### config.mk
export PLATFORM = sky130hd
export DESIGN_NAME = mem_arbiter
export DESIGN_NICKNAME = d
export VERILOG_FILES = /design/src/rtl/mem_arbiter_pkg.sv /design/src/rtl/mem_arbiter.sv
export SDC_FILE = /design/constraint.sdc
export NUM_CORES = 1
export LEC_CHECK = 0
export CAP_MARGIN = 10
export CORE_ASPECT_RATIO = 1.4
export CORE_UTILIZATION = 31
export CTS_CLUSTER_DIAMETER = 60
export DETAILED_ROUTE_END_ITERATION = 7
export GPL_ROUTABILITY_DRIVEN = 0
export PLACE_DENSITY = 0.86
export REMOVE_ABC_BUFFERS = 1
export SLEW_MARGIN = 10
export SYNTH_ARGS = -nofsm -noshare
export SYNTH_HDL_FRONTEND = slang
export SYNTH_SLANG_ARGS = --single-unit
### constraint.sdc
create_clock -name clk -period 5.08 [get_ports clk]
set_input_delay 0.508 -clock clk [delete_from_list [all_inputs] [get_ports clk]]
set_output_delay 0.508 -clock clk [all_outputs]
set_load 0.02 [all_outputs]
### src/rtl/mem_arbiter_pkg.sv
// Shared CPU definitions for the memory arbiter: outstanding-read state
// encoding and the default fetch starvation limit.
package mem_arbiter_pkg;

  typedef enum logic [1:0] {
    IDLE  = 2'd0,
    IF_RD = 2'd1,
    DM_RD = 2'd2
  } arb_state_e;

  localparam int unsigned STARVE_LIMIT_DEF = 4;

endpackage : mem_arbiter_pkg

### src/rtl/mem_arbiter.sv
// Single-port memory arbiter between instruction fetch and data access.
// Data has priority; a saturating counter forces a fetch grant after STARVE_LIMIT data grants.
module mem_arbiter
  import mem_arbiter_pkg::*;
#(
  parameter int unsigned STARVE_LIMIT = STARVE_LIMIT_DEF
) (
  input  logic        clk,
  input  logic        rst,
  input  logic        if_req,
  input  logic [31:0] if_addr,
  output logic        if_gnt,
  output logic        if_valid,
  output logic [31:0] if_rdata,
  input  logic        dm_ren,
  input  logic        dm_wen,
  input  logic [31:0] dm_addr,
  input  logic [31:0] dm_wdata,
  output logic        dm_gnt,
  output logic        dm_valid,
  output logic [31:0] dm_rdata,
  output logic        stall,
  output logic        mem_en,
  output logic [3:0]  mem_we,
  output logic [31:0] mem_addr,
  output logic [31:0] mem_wdata,
  input  logic [31:0] mem_rdata
);

  localparam int unsigned CW = (STARVE_LIMIT < 1) ? 1 : $clog2(STARVE_LIMIT + 1);

  arb_state_e  state_q, state_d;
  logic [CW-1:0] starve_q, starve_d;
  logic [31:0] if_rdata_q;
  logic [31:0] dm_rdata_q;

  logic data_req;
  logic fetch_force;

  assign data_req    = dm_ren | dm_wen;
  assign fetch_force = if_req && (starve_q == CW'(STARVE_LIMIT));

  always_comb begin
    dm_gnt    = !rst && data_req && !fetch_force;
    if_gnt    = !rst && if_req && !dm_gnt;
    mem_en    = if_gnt | dm_gnt;
    mem_addr  = dm_gnt ? dm_addr : if_addr;
    mem_wdata = dm_wdata;
    // A read wins when both strobes are high, so the write enable needs ~dm_ren.
    mem_we    = (dm_gnt && dm_wen && !dm_ren) ? 4'b1111 : 4'b0000;
    stall     = (if_req & ~if_gnt) | (data_req & ~dm_gnt);
  end

  always_comb begin
    state_d = IDLE;
    if (if_gnt)
      state_d = IF_RD;
    else if (dm_gnt && dm_ren)
      state_d = DM_RD;

    starve_d = starve_q;
    if (if_gnt || !if_req)
      starve_d = '0;
    else if (dm_gnt && (starve_q != CW'(STARVE_LIMIT)))
      starve_d = starve_q + 1'b1;
  end

  always_ff @(posedge clk or posedge rst) begin
    if (rst) begin
      state_q    <= IDLE;
      starve_q   <= '0;
      if_rdata_q <= '0;
      dm_rdata_q <= '0;
    end else begin
      state_q  <= state_d;
      starve_q <= starve_d;
      if (state_q == IF_RD)
        if_rdata_q <= mem_rdata;
      if (state_q == DM_RD)
        dm_rdata_q <= mem_rdata;
    end
  end

  // The valid cycle forwards the memory word directly; the hold register
  // keeps it visible between pulses without adding a cycle of latency.
  assign if_valid = (state_q == IF_RD);
  assign dm_valid = (state_q == DM_RD);
  assign if_rdata = if_valid ? mem_rdata : if_rdata_q;
  assign dm_rdata = dm_valid ? mem_rdata : dm_rdata_q;

endmodule : mem_arbiter

# After elaboration in Yosys (flattened, before gate mapping)
# Index checks and enable logic that the tools add are counted.
[totals]
register_bits = 69
latchBits = 0
ram_bits = 0
romBits = 0
input_bits = 133
output_inout_bits = 138
elab_cells = 40
mem_count = 0
[op_classes]
add_sub_neg = 1
multipliers = 0
n_div = 0
n_lt_le_gt_ge = 0
eq_ne = 4
shifts = 0
muxes = 8
n_bitwise = 7
reduce_logical = 16
[ops]
columns = ["cell", "n"]
rows = [
  ["32-bit 2-to-1 mux", 3],
  ["1-bit logical AND", 9],
  ["3-bit 2-to-1 mux", 2],
  ["1-bit logical NOT", 5],
  ["2-bit 2-to-1 mux", 2],
  ["4-bit 2-to-1 mux", 1],
  ["3-bit by 1-bit adder with 3-bit output (second input constant)", 1],
  ["3-bit equality test (second input constant)", 1],
  ["3-bit != test (second input constant)", 1],
  ["1-bit bitwise OR", 3],
  ["1-bit AND", 2],
  ["2-bit by 1-bit equality test with 1-bit output (second input constant)", 1],
  ["2-bit equality test (second input constant)", 1],
  ["1-bit NOT", 2],
  ["2-bit nonzero test", 1],
  ["1-bit logical OR", 1],
]

# Depth between registers and ports, before layout
[depth]
ltp_word = 9
mapped_depth = 7
mapped_depth_nobuf = 5

# Worst setup path before layout
# No wires, ideal clock.
[synth_timing]
kind = "input to output"
startpoint = "input port rst"
endpoint = "output port stall"
arrival_ns = 2.827
required_ns = 4.572
slack_ns = 1.745
cell_stages = 3
n_path_buf = 1
cell_sequence = "clkbuf_1 > inv_1 > o21ai_0"
[synth_between]
elab_chain_cells = 8
elab_cells_between_ends = 11
classes_between = "bitwise (5); reduce/logical (6)"
[synth_lines]
columns = ["item", "line_no", "source"]
rows = [
  ["start, declared", "mem_arbiter.sv:9", "input logic rst,"],
  ["1-bit logical NOT (no line) *", "--", ""],
  ["1-bit logical AND (2 in series)", "mem_arbiter.sv:44", "dm_gnt = !rst && data_req && !fetch_force;"],
  ["1-bit logical NOT", "mem_arbiter.sv:45", "if_gnt = !rst && if_req && !dm_gnt;"],
  ["1-bit logical AND", "mem_arbiter.sv:45", ""],
  ["1-bit NOT", "mem_arbiter.sv:51", "stall = (if_req & ~if_gnt) | (data_req & ~dm_gnt);"],
  ["1-bit AND", "mem_arbiter.sv:51", ""],
  ["1-bit bitwise OR *", "mem_arbiter.sv:51", ""],
  ["end, declared", "mem_arbiter.sv:22", "output logic stall,"],
]
# Mark *: on every way between the ends. The rest lies on a longest branch, timed or not.

# Worst setup path in the final report
[layout_timing]
startpoint = "input port dm_ren"
endpoint = "output port mem_we[1]"
[layout_between]
elab_chain_cells = 6
elab_cells_between_ends = 7
classes_between = "mux (1); bitwise (1); reduce/logical (5)"
[layout_lines]
columns = ["item", "line_no", "source"]
rows = [
  ["start, declared", "mem_arbiter.sv:15", "input logic dm_ren,"],
  ["1-bit bitwise OR", "mem_arbiter.sv:40", "assign data_req = dm_ren | dm_wen;"],
  ["1-bit logical AND (2 in series)", "mem_arbiter.sv:44", ""],
  ["1-bit logical AND", "mem_arbiter.sv:50", "mem_we = (dm_gnt && dm_wen && !dm_ren) ? 4'b1111 : 4'b0000;"],
  ["1-bit logical AND *", "mem_arbiter.sv:50", ""],
  ["4-bit 2-to-1 mux *", "mem_arbiter.sv:50", ""],
  ["end, declared", "mem_arbiter.sv:24", "output logic [3:0] mem_we,"],
]
# Marked as above.

==> impl_metrics.py <==
metrics = {
    "run_status": {
        "status": "finished clean",
    },
    "timing": {
        "setup_tns_ns": 0,
        "worstMarginPinSlew_ns": 1.016,
        "rsz0062_at_grt": "false",
        "period_share_pct": 68.76,
        "slew_viol_final": 0,
        "slew_headroom_pct": 32.12,
        "timing.final.crit_period_ns": 3.493,
        "hold_viol_final": 0,
        "finalClockSkew_ns": 0.004485,
        "setup_viol": 0,
        "fmax_mhz": 286.3,
    },
    "worst_setup_path": {
        "r2r_end": "state_q[0]$_DFF_PP0_",
        "setup.worst_path.end_class": "output pin",
        "worstReg2RegStart": "starve_q[0]$_DFFE_PP0P_",
        "ff2ff_path_depth": 6,
        "cp-endpoint": "mem_we[1]",
        "startpoint": "dm_ren",
        "crit_fanout": 4,
        "arrival_ns": 2.99,
        "slowest_delay_ns": 0.75,
        "crit_path_cell_trace": "clkdlybuf4s50_1, nor2_1, a311o_2, nor3b_1, clkdlybuf4s50_1",
        "required_ns": 4.57,
        "critPathKind": "input pin to output pin",
        "cpMaxStageDelayCell": "clkdlybuf4s50_1",
        "start_kind": "input pin",
        "ff2ff_setup_slack_ns": 3.20,
        "critPathMostFrequentCell": "clkdlybuf4s50_1",
    },
    "cells_and_area": {
        "fin_nets": 546,
        "multi_input_area_sq_um": 1329,
        "register_area_sq_um": 1727,
        "drive_above_1_share_pct": 28.37,
        "diodes": 0,
        "synthToLayoutAreaGrowth_pct": 64.73,
        "nFillCells": 918,
    },
    "detailed_routing": {
        "drc": 0,
        "antenna_left": 0,
        "num_vias": 2588,
        "routed_wl_um": 10350,
        "wl_per_cell_um": 18.58,
        "drt_iter0_drc": 44,
        "firstDrtPassIters": 3,
        "via_per_inst": 4.646,
    },
    "yosys": {
        "synthTopCellsByArea": "dfrtp_1 (50%), mux2_2 (23%), mux2_4 (11%)",
        "yosys_warnings": 0,
        "synth-seq-cells": 69,
        "synth_area_per_cell_sq_um": 14.32,
        "synth_cells": 240,
        "synth_seq_area_share_pct": 50.24,
        "synth.top_cell.area_share_pct": 50.24,
        "synthDistinctLibCells": 25,
        "yosysTopAreaCell": "dfrtp_1",
        "netlist_area_sq_um": 3437,
    },
    "global_routing": {
        "grt_pass1_vias": 2752,
        "grt_pass1_wl_um": 15550,
        "antenna_found_initial": 0,
        "grt_usage_pct": 18.47,
        "grt_overflow": 0,
        "grt_max_degree": 71,
    },
    "hold_path": {
        "hold_class": "flop to flop",
    },
    "clocking": {
        "cts_root_buf": "clkbuf_16",
        "htreeDepth": 3,
        "cts-resized-gates": 0,
        "post_cts.repair.setup_buffers": 0,
        "clock_latency_ns": 0.32,
        "clock-sinks": 69,
        "path_clk_slew_ns": 0.05,
        "cts_buffers": 9,
        "cts_hold_buf": 0,
        "cts_tree": "done",
        "clk_path_buf_depth": 2,
    },
    "pwr": {
        "power.density_nw_per_um2": 374.1,
        "p_leak_nw": 2.362,
        "pwr-share-clk_pct": 31.6,
        "power.switching_uw": 590.0,
        "power_frac_seq_pct": 32.4,
        "power.total_mw": 2.118,
        "vdd_drop_max_mv": 0.1676,
        "swShare_pct": 27.86,
        "pwr-share-comb_pct": 36.0,
        "p_int_mw": 1.528,
    },
    "die": {
        "die_h_um": 126.6,
        "die_area_sq_um": 11520,
        "start_util_pct": 31.79,
        "core_sq_um": 10810,
        "io_pins": 271,
        "die_w_um": 90.99,
        "num_rows": 45,
    },
    "place": {
        "post-dp-hpwl_um": 8268,
        "portBuffers": 206,
    },
    "run": {
        "max_cap_violations": 0,
    },
}
layer usage:
layer  up-vias  part of all wire [%]  routed length [um]  GRT usage, %
met5         -                  0.42                  43         3.070
met4         2                   1.4                 147         5.789
li1       1132                     -                   -             -
met3        10                    14                1487         12.47
met2       203                    45                4689         28.07
met1      1241                    38                3980         20.60
how the worst min path moves through the flow:
| stage | cells after the start | to | slack [ns] | startpoint |
|---|---|---|---|---|
| after floorplan | 1 | starve_q[0]$_DFFE_PP0P_ | 0.48 | starve_q[0]$_DFFE_PP0P_ |
| after global placement | 1 | if_rdata_q[15]$_DFF_PP0_ | 0.48 | if_rdata_q[15]$_DFF_PP0_ |
| after detailed placement | 1 | if_rdata_q[11]$_DFF_PP0_ | 0.48 | if_rdata_q[11]$_DFF_PP0_ |
| after CTS | 1 | if_rdata_q[11]$_DFF_PP0_ | 0.50 | if_rdata_q[11]$_DFF_PP0_ |
| after global routing | 1 | if_rdata_q[12]$_DFF_PP0_ | 0.51 | if_rdata_q[12]$_DFF_PP0_ |
| final | 1 | if_rdata_q[11]$_DFF_PP0_ | 0.49 | if_rdata_q[11]$_DFF_PP0_ |
cells by family after synthesis:
group	after synthesis	synth area share [%]
AOI/OAI and AO/OA	8	1.856
adders and majority gates	2	0.7280
buffers and inverters	55	11.43
DFF	69	50.24
muxes	96	34.18
and+or+nand+nor	10	1.566
Yosys cell counts:
master,count
nand2_1,2
nor3_1,1
buf_4,35
a21oi_1,1
nor3b_1,1
dfrtp_1,69
nor2b_1,1
buf_6,2
or3_1,1
ha_1,2
buf_12,2
nand2b_1,1
o31ai_1,2
o32ai_1,1
inv_1,7
and2_1,1
buf_2,6
mux2_2,71
nand3_1,1
a221oi_2,1
mux2_4,25
clkbuf_1,3
o21ai_0,2
nor2_1,1
a311o_1,1
cell usage in the layout, fill, tap and decap left out:
cell type,Yosys,routed
nor2_1,1,1
nor2b_4,0,1
dfrtp_1,69,69
o21ai_0,2,2
o32ai_1,1,1
mux2_4,25,25
mux2_2,71,71
clkinv_2,0,2
nor3_1,1,1
bufinv_16,0,2
ha_1,2,2
and2_1,1,1
nor3b_1,1,1
nand2_1,2,2
clkdlybuf4s50_1,0,206
a21oi_1,1,1
clkbuf_8,0,2
a221oi_2,1,1
clkbuf_16,0,9
o31ai_1,2,2
clkbuf_1,3,1
inv_1,7,6
or3_1,1,1
nand2b_2,0,1
inv_2,0,1
nand3_1,1,1
buf_4,35,2
a311o_2,0,1
power groups by stage:
| stage | Clock (mW) | Combinational, mW | Sequential, mW |
|---|---|---|---|
| after detailed placement | 0 | 0.770 | 0.697 |
| after global routing | 0.710 | 0.803 | 0.699 |
| final | 0.669 | 0.763 | 0.686 |
| after global placement | 0 | 0.759 | 0.689 |
| after CTS | 0.692 | 0.773 | 0.687 |
| after floorplan | 0 | 0.387 | 0.685 |
state kept, by name, summed over array words and instances, names as in the netlist:
name        flops
if_rdata_q     32
starve_q        3
dm_rdata_q     32
state_q         2
per-stage QoR:
| stage | cell area, sq um | cells | hold WS, ns | setup WS, ns | util (%) |
|---|---|---|---|---|---|
| after detailed placement | 5335 | 541 | 0.4835 | 1.560 | 49.35 |
| after floorplan | 3070 | 192 | 0.4840 | 1.069 | - |
| after CTS | 5662 | 557 | 0.4952 | 1.560 | 52.37 |
| after global placement | 5335 | 541 | 0.4788 | 1.606 | 49.35 |
| final | 5662 | 557 | 0.4935 | 1.587 | 52.37 |
| after global routing | 5662 | 557 | 0.5056 | 1.473 | 52.37 |
layout make-up:
cell class | instances | area share [%]
clock inverter | 4 | 1.238
tap | 141 | 3.116
sequential | 69 | 30.50
multi-input combinational | 116 | 23.47
timing repair buffer | 208 | 36.69
clock buffer | 12 | 4.530
inverter | 7 | 0.4641
worst max-delay path, delay by kind of cell:
kind                   cells  cell delay (ns)
and+or+nand+nor            2             0.82
AOI/OAI and AO/OA          1             0.39
buffers and inverters      2             1.27
(Power assumes the default switching activity.)
